File: config.mk
export PLATFORM = sky130hd
export DESIGN_NAME = eth_ctrl_avmm_bridge
export DESIGN_NICKNAME = d
export VERILOG_FILES = /design/src/rtl/eth_ctrl_avmm_bridge.sv
export SDC_FILE = /design/constraint.sdc
export NUM_CORES = 1
export LEC_CHECK = 0
export BUFFER_PORTS_ARGS = -buffer_cell sky130_fd_sc_hd__buf_2
export CAP_MARGIN = 15
export CELL_PAD_IN_SITES_DETAIL_PLACEMENT = 1
export CELL_PAD_IN_SITES_GLOBAL_PLACEMENT = 2
export CORE_MARGIN = 10
export CORE_UTILIZATION = 25
export DETAILED_ROUTE_END_ITERATION = 7
export GPL_TIMING_DRIVEN = 0
export PLACE_DENSITY = 0.88
export RECOVER_POWER = 50
export SETUP_SLACK_MARGIN = 0.1
export SKIP_LAST_GASP = 1
export SYNTH_ARGS = -nofsm -noshare
export SYNTH_HDL_FRONTEND = slang
export SYNTH_SLANG_ARGS = --single-unit
File: constraint.sdc
create_clock -name uClk_usr -period 2.45 [get_ports uClk_usr]
set_input_delay 0.3675 -clock uClk_usr [delete_from_list [all_inputs] [get_ports uClk_usr]]
set_output_delay 0.3675 -clock uClk_usr [all_outputs]
set_load 0.02 [all_outputs]
File: src/rtl/eth_ctrl_avmm_bridge.sv
// -----------------------------------------------------------------------------
// eth_ctrl_avmm_bridge
//
// Purpose:
//   Turns a level-held command word into single Avalon-MM transactions towards
//   a MAC CSR block. A request in eth_ctrl_addr starts exactly one write or
//   read. The bridge then parks in HOLD until the requester drops both request
//   bits, so a held command never repeats.
//
// Optional feature (macro ETH_CTRL_TIMEOUT_EN):
//   When the macro is defined, a watchdog counts in-flight cycles. After
//   TIMEOUT_CYCLES cycles it aborts the transaction, sets the sticky ctrl_err
//   flag and, on a read, returns 32'hDEADBEEF. When the macro is undefined,
//   no counter exists, ctrl_err is tied low and the bridge waits indefinitely.
//
// Ports:
//   uClk_usr            in   1   clock
//   pck_cp2af_softReset in   1   asynchronous active-high reset
//   eth_ctrl_addr       in  32   [15:0] CSR word address, [16] write req,
//                                [17] read req, [31:18] unused
//   eth_wr_data         in  32   write data
//   eth_rd_data         out 32   last read result
//   ctrl_busy           out  1   transaction in flight
//   ctrl_err            out  1   sticky timeout flag
//   avm_address         out 16   Avalon-MM address
//   avm_write           out  1   Avalon-MM write strobe
//   avm_read            out  1   Avalon-MM read strobe
//   avm_writedata       out 32   Avalon-MM write data
//   avm_readdata        in  32   Avalon-MM read data
//   avm_readdatavalid   in   1   Avalon-MM read data valid
//   avm_waitrequest     in   1   Avalon-MM wait request
// -----------------------------------------------------------------------------
module eth_ctrl_avmm_bridge #(
    parameter int TIMEOUT_CYCLES = 1024
) (
    input  logic        uClk_usr,
    input  logic        pck_cp2af_softReset,
    input  logic [31:0] eth_ctrl_addr,
    input  logic [31:0] eth_wr_data,
    output logic [31:0] eth_rd_data,
    output logic        ctrl_busy,
    output logic        ctrl_err,
    output logic [15:0] avm_address,
    output logic        avm_write,
    output logic        avm_read,
    output logic [31:0] avm_writedata,
    input  logic [31:0] avm_readdata,
    input  logic        avm_readdatavalid,
    input  logic        avm_waitrequest
);

    typedef enum logic [2:0] {
        IDLE    = 3'd0,
        WR      = 3'd1,
        RD      = 3'd2,
        RD_WAIT = 3'd3,
        HOLD    = 3'd4
    } state_t;

    state_t      r_state;
    state_t      w_state_next;
    logic [15:0] r_addr;
    logic [31:0] r_wdata;
    logic [31:0] r_rd_data;

    logic w_wr_req;
    logic w_rd_req;
    logic w_accept;
    logic w_busy;
    logic w_capture;
    logic w_timeout;

    // The upper command bits carry no meaning for this block.
    logic w_unused_addr_hi;
    assign w_unused_addr_hi = ^eth_ctrl_addr[31:18];

    // A write wins when both request bits are high.
    assign w_wr_req = eth_ctrl_addr[16];
    assign w_rd_req = eth_ctrl_addr[17] & ~eth_ctrl_addr[16];
    assign w_accept = (r_state == IDLE) && (w_wr_req || w_rd_req);
    assign w_busy   = (r_state == WR) || (r_state == RD) || (r_state == RD_WAIT);

    // Read data is taken either in RD (valid in the same cycle as acceptance)
    // or in RD_WAIT. A valid seen in any other state is ignored.
    assign w_capture = ((r_state == RD) && !avm_waitrequest && avm_readdatavalid) ||
                       ((r_state == RD_WAIT) && avm_readdatavalid);

    // Strobes decode straight from the state register, so an asynchronous
    // reset drops them immediately. Only one of WR/RD can be active.
    assign avm_write     = (r_state == WR);
    assign avm_read      = (r_state == RD);
    assign avm_address   = r_addr;
    assign avm_writedata = r_wdata;
    assign ctrl_busy     = w_busy;
    assign eth_rd_data   = r_rd_data;

`ifdef ETH_CTRL_TIMEOUT_EN
    localparam int CNT_W = $clog2(TIMEOUT_CYCLES + 1);

    logic [CNT_W-1:0] r_tmo_cnt;
    logic             r_ctrl_err;
    logic             w_rd_abort;
    logic             w_wr_abort;

    // The count holds the number of busy cycles already elapsed. The abort
    // fires on the TIMEOUT_CYCLES-th busy cycle.
    assign w_timeout  = w_busy && (r_tmo_cnt == CNT_W'(TIMEOUT_CYCLES - 1));
    // A response that arrives on the final cycle still completes normally.
    assign w_rd_abort = w_timeout && ((r_state == RD) || (r_state == RD_WAIT)) && !w_capture;
    assign w_wr_abort = w_timeout && (r_state == WR) && avm_waitrequest;
    assign ctrl_err   = r_ctrl_err;

    always_ff @(posedge uClk_usr or posedge pck_cp2af_softReset) begin
        if (pck_cp2af_softReset) begin
            r_tmo_cnt  <= '0;
            r_ctrl_err <= 1'b0;
        end else begin
            if (w_busy) begin
                r_tmo_cnt <= r_tmo_cnt + CNT_W'(1);
            end else begin
                r_tmo_cnt <= '0;
            end
            if (w_accept) begin
                r_ctrl_err <= 1'b0;
            end else if (w_rd_abort || w_wr_abort) begin
                r_ctrl_err <= 1'b1;
            end
        end
    end
`else
    assign w_timeout = 1'b0;
    assign ctrl_err  = 1'b0;
`endif

    // State register
    always_ff @(posedge uClk_usr or posedge pck_cp2af_softReset) begin
        if (pck_cp2af_softReset) begin
            r_state <= IDLE;
        end else begin
            r_state <= w_state_next;
        end
    end

    // Next-state logic
    always_comb begin
        w_state_next = r_state;
        case (r_state)
            IDLE: begin
                if (w_wr_req) begin
                    w_state_next = WR;
                end else if (w_rd_req) begin
                    w_state_next = RD;
                end
            end
            WR: begin
                if (!avm_waitrequest || w_timeout) begin
                    w_state_next = HOLD;
                end
            end
            RD: begin
                if (w_capture || w_timeout) begin
                    w_state_next = HOLD;
                end else if (!avm_waitrequest) begin
                    w_state_next = RD_WAIT;
                end
            end
            RD_WAIT: begin
                if (w_capture || w_timeout) begin
                    w_state_next = HOLD;
                end
            end
            HOLD: begin
                if (eth_ctrl_addr[17:16] == 2'b00) begin
                    w_state_next = IDLE;
                end
            end
            default: w_state_next = IDLE;
        endcase
    end

    // Command latches and the read-result register
    always_ff @(posedge uClk_usr or posedge pck_cp2af_softReset) begin
        if (pck_cp2af_softReset) begin
            r_addr    <= '0;
            r_wdata   <= '0;
            r_rd_data <= '0;
        end else begin
            if (w_accept) begin
                r_addr <= eth_ctrl_addr[15:0];
                if (w_wr_req) begin
                    r_wdata <= eth_wr_data;
                end
            end
            if (w_capture) begin
                r_rd_data <= avm_readdata;
            end
`ifdef ETH_CTRL_TIMEOUT_EN
            else if (w_rd_abort) begin
                r_rd_data <= 32'hDEAD_BEEF;
            end
`endif
        end
    end

endmodule
==> results.tsv <==
metric	value	unit
status	finished, final reports clean	
DRC violations left	0	
pin count of the biggest net entering global routing	33	
reg2reg path depth	5	
Core Util, Final	0.360	
Setup WS pre-CTS	0.542	ns
Die X	134	um
TritonCTS buffer count	9	
I/O pins	184	
vias post-DR	2318	
Detail Route Antenna Nets	0	
clk_skew	0.00278	ns
Hold-fix buffers, CTS	0	
Critical Path Start Type	flip-flop	
CTS tree	done	
f_max	0.507	GHz
IO Port Bufs	168	
Nets	479	
CP Data Required Time	2.67	ns
effective utilization at floorplan	0.256	
die footprint	18000	sq um
first-pass GRT wire length	15.0	mm
Worst-path clk slew	0.06	ns
Data arrival, critical path	2.19	ns
syn nets	298	
row count	41	
synthesized cell area	3250	sq um
final non-filler cell area	4560	sq um
Critical Path End	eth_rd_data[23]	
share of layout cells above drive strength 1	0.615	
most common cell after layout, fill and taps aside	buf_2	
Die Height	134	um
Crit. End Element	flip-flop	
final setup vio count	0	
Max-slew headroom	0.198	
setup TNS	0	ns
Clock Path Buffers	2	
drt via density	4.16	
Worst VDD drop	501	uV
root buffer cell	clkbuf_16	
Crit. Startpoint	r_state[0]	
CTS sink count	83	
Crit Path Class	flip-flop to flip-flop	
All-Layer GR Usage	0.108	
worst hold margin	0.249	ns
initial antenna violation count	1	
Avg Cell Area, Syn	16.4	sq um
Netlist cell types	21	
fin crit period	1.97	ns
drt pass-1 iters	4	
vias in the first global route	2722	
hpwl dp	7.94	mm
Slew @ Worst Pin	1.20	ns
post-cts repair resize count	0	
final worst path period share	0.806	
fin cells	557	
FF-to-FF Start	r_state[0]	
final wirelength	9.73	mm
Pwr Density	1480	nW/um^2
Final Hold Fails	0	
Clk Latency, worst-skew pair	0.34	ns
CTS HTree Levels	3	
critical-path maximum fanout	10	
RR Endpoint	eth_rd_data[23]	
max cap viols	0	
Pleak	2.11	nW
area delta synth->final	40.3	%
Setup WS post-layout	0.476	ns
dpl cell area	4350	sq um
setup bufs post-CTS	0	
final RePlAce weighted congestion	0.702	
DR iter-0 viols	55	
core area	12700	sq um
dpl cells	540	
Ys Warns	0	
Pins Over Slew Limit	0	
Synth Register Bits	83	
post-synthesis sequential area ratio	0.639	
Cells after Synth	198	
RSZ-0062 raised after global routing	no	
total grt overflow	0	
Wirelength per Cell	17.5	um
min-delay worst type	input pin to flip-flop	
most frequent cells in the layout	buf_2, dfrtp_1, mux2_2	
Final Total Pwr	6.75	mW
R2R setup slack	0.48	ns
## Yosys cell counts
cell	n	area share
dfrtp_1	83	0.64
mux2_2	77	0.27
buf_4	5	0.012
buf_6	5	0.017
nor2_1	5	0.0058
mux2_1	3	0.010
nand2_1	3	0.0035
nor3b_1	3	0.0069
a21oi_1	2	0.0031
a31oi_1	1	0.0019
buf_2	1	0.0015
conb_1	1	0.0012
inv_1	1	0.0012
nand2b_1	1	0.0019
nor2b_2	1	0.0027
nor3_1	1	0.0015
nor3_4	1	0.0050
nor4_4	1	0.0065
nor4b_4	1	0.0073
o211ai_1	1	0.0023
o22ai_1	1	0.0019
## where the power goes
part           leakage (nW)  internal [mW]  switching [mW]
clock network         0.137          0.739           0.511
logic                 0.990           1.27            1.82
registers             0.984           2.08           0.333
total                  2.11           4.09            2.67
## state kept, by name, indices dropped and copies added, names as in the netlist
signal and count:
avm_address 16, r_state 3, eth_rd_data 32, avm_writedata 32
## per-layer routing
| metal | vias up | GRT usage | share of wire |
|---|---|---|---|
| met5 | - | 0 | 0 |
| met4 | 0 | 0.0538 | 0.026 |
| met3 | 16 | 0.0500 | 0.085 |
| met2 | 78 | 0.203 | 0.57 |
| met1 | 1171 | 0.0953 | 0.31 |
| li1 | 1053 | - | - |
## kinds of logic (layout without fill, tap and decap cells)
logic type,Yosys count,after routing,synth area share
DFF,83,83,0.639
muxes,80,80,0.277
and+or+nand+nor,17,17,0.0412
buffers and inverters,12,198,0.0316
AOI/OAI and AO/OA,5,5,0.00925
other,1,2,0.00115
## critical path: stages, from the launching register on
cell and delay [ns]:
dfrtp_1 0.32, clkbuf_1 0.38, nor2b_1 0.17, nor3_4 0.37
buf_4 0.27, mux2_2 0.35
## final cells by class
| class | instances | area, sq um |
|---|---|---|
| Clock buffer | 14 | 264 |
| Tap cell | 172 | 215 |
| Fill cell | 1447 | 8120 |
| Buffer | 11 | 97.6 |
| Clock inverter | 2 | 10.0 |
| Sequential cell | 83 | 2080 |
| Timing Repair Buffer | 170 | 818 |
| Inverter | 1 | 5.00 |
| Multi-Input combinational cell | 103 | 1070 |
| Antenna cell | 1 | 2.50 |
## worst min-delay path by stage
| stage | start | end | slack, ns | cells past startpoint |
|---|---|---|---|---|
| 2_1_floorplan | eth_ctrl_addr[16] | r_state[0] | 0.50 | 2 |
| 4_1_cts | pck_cp2af_softReset | eth_rd_data[25] | 0.10 | 2 |
| 5_1_grt | eth_wr_data[28] | avm_writedata[28] | 0.25 | 2 |
| 6_report | eth_wr_data[24] | avm_writedata[24] | 0.25 | 2 |
| 3_3_place_gp | avm_writedata[24] | avm_writedata[24] | 0.46 | 1 |
| 3_5_place_dp | pck_cp2af_softReset | eth_rd_data[25] | 0.47 | 2 |
(Power assumes the default switching activity.)
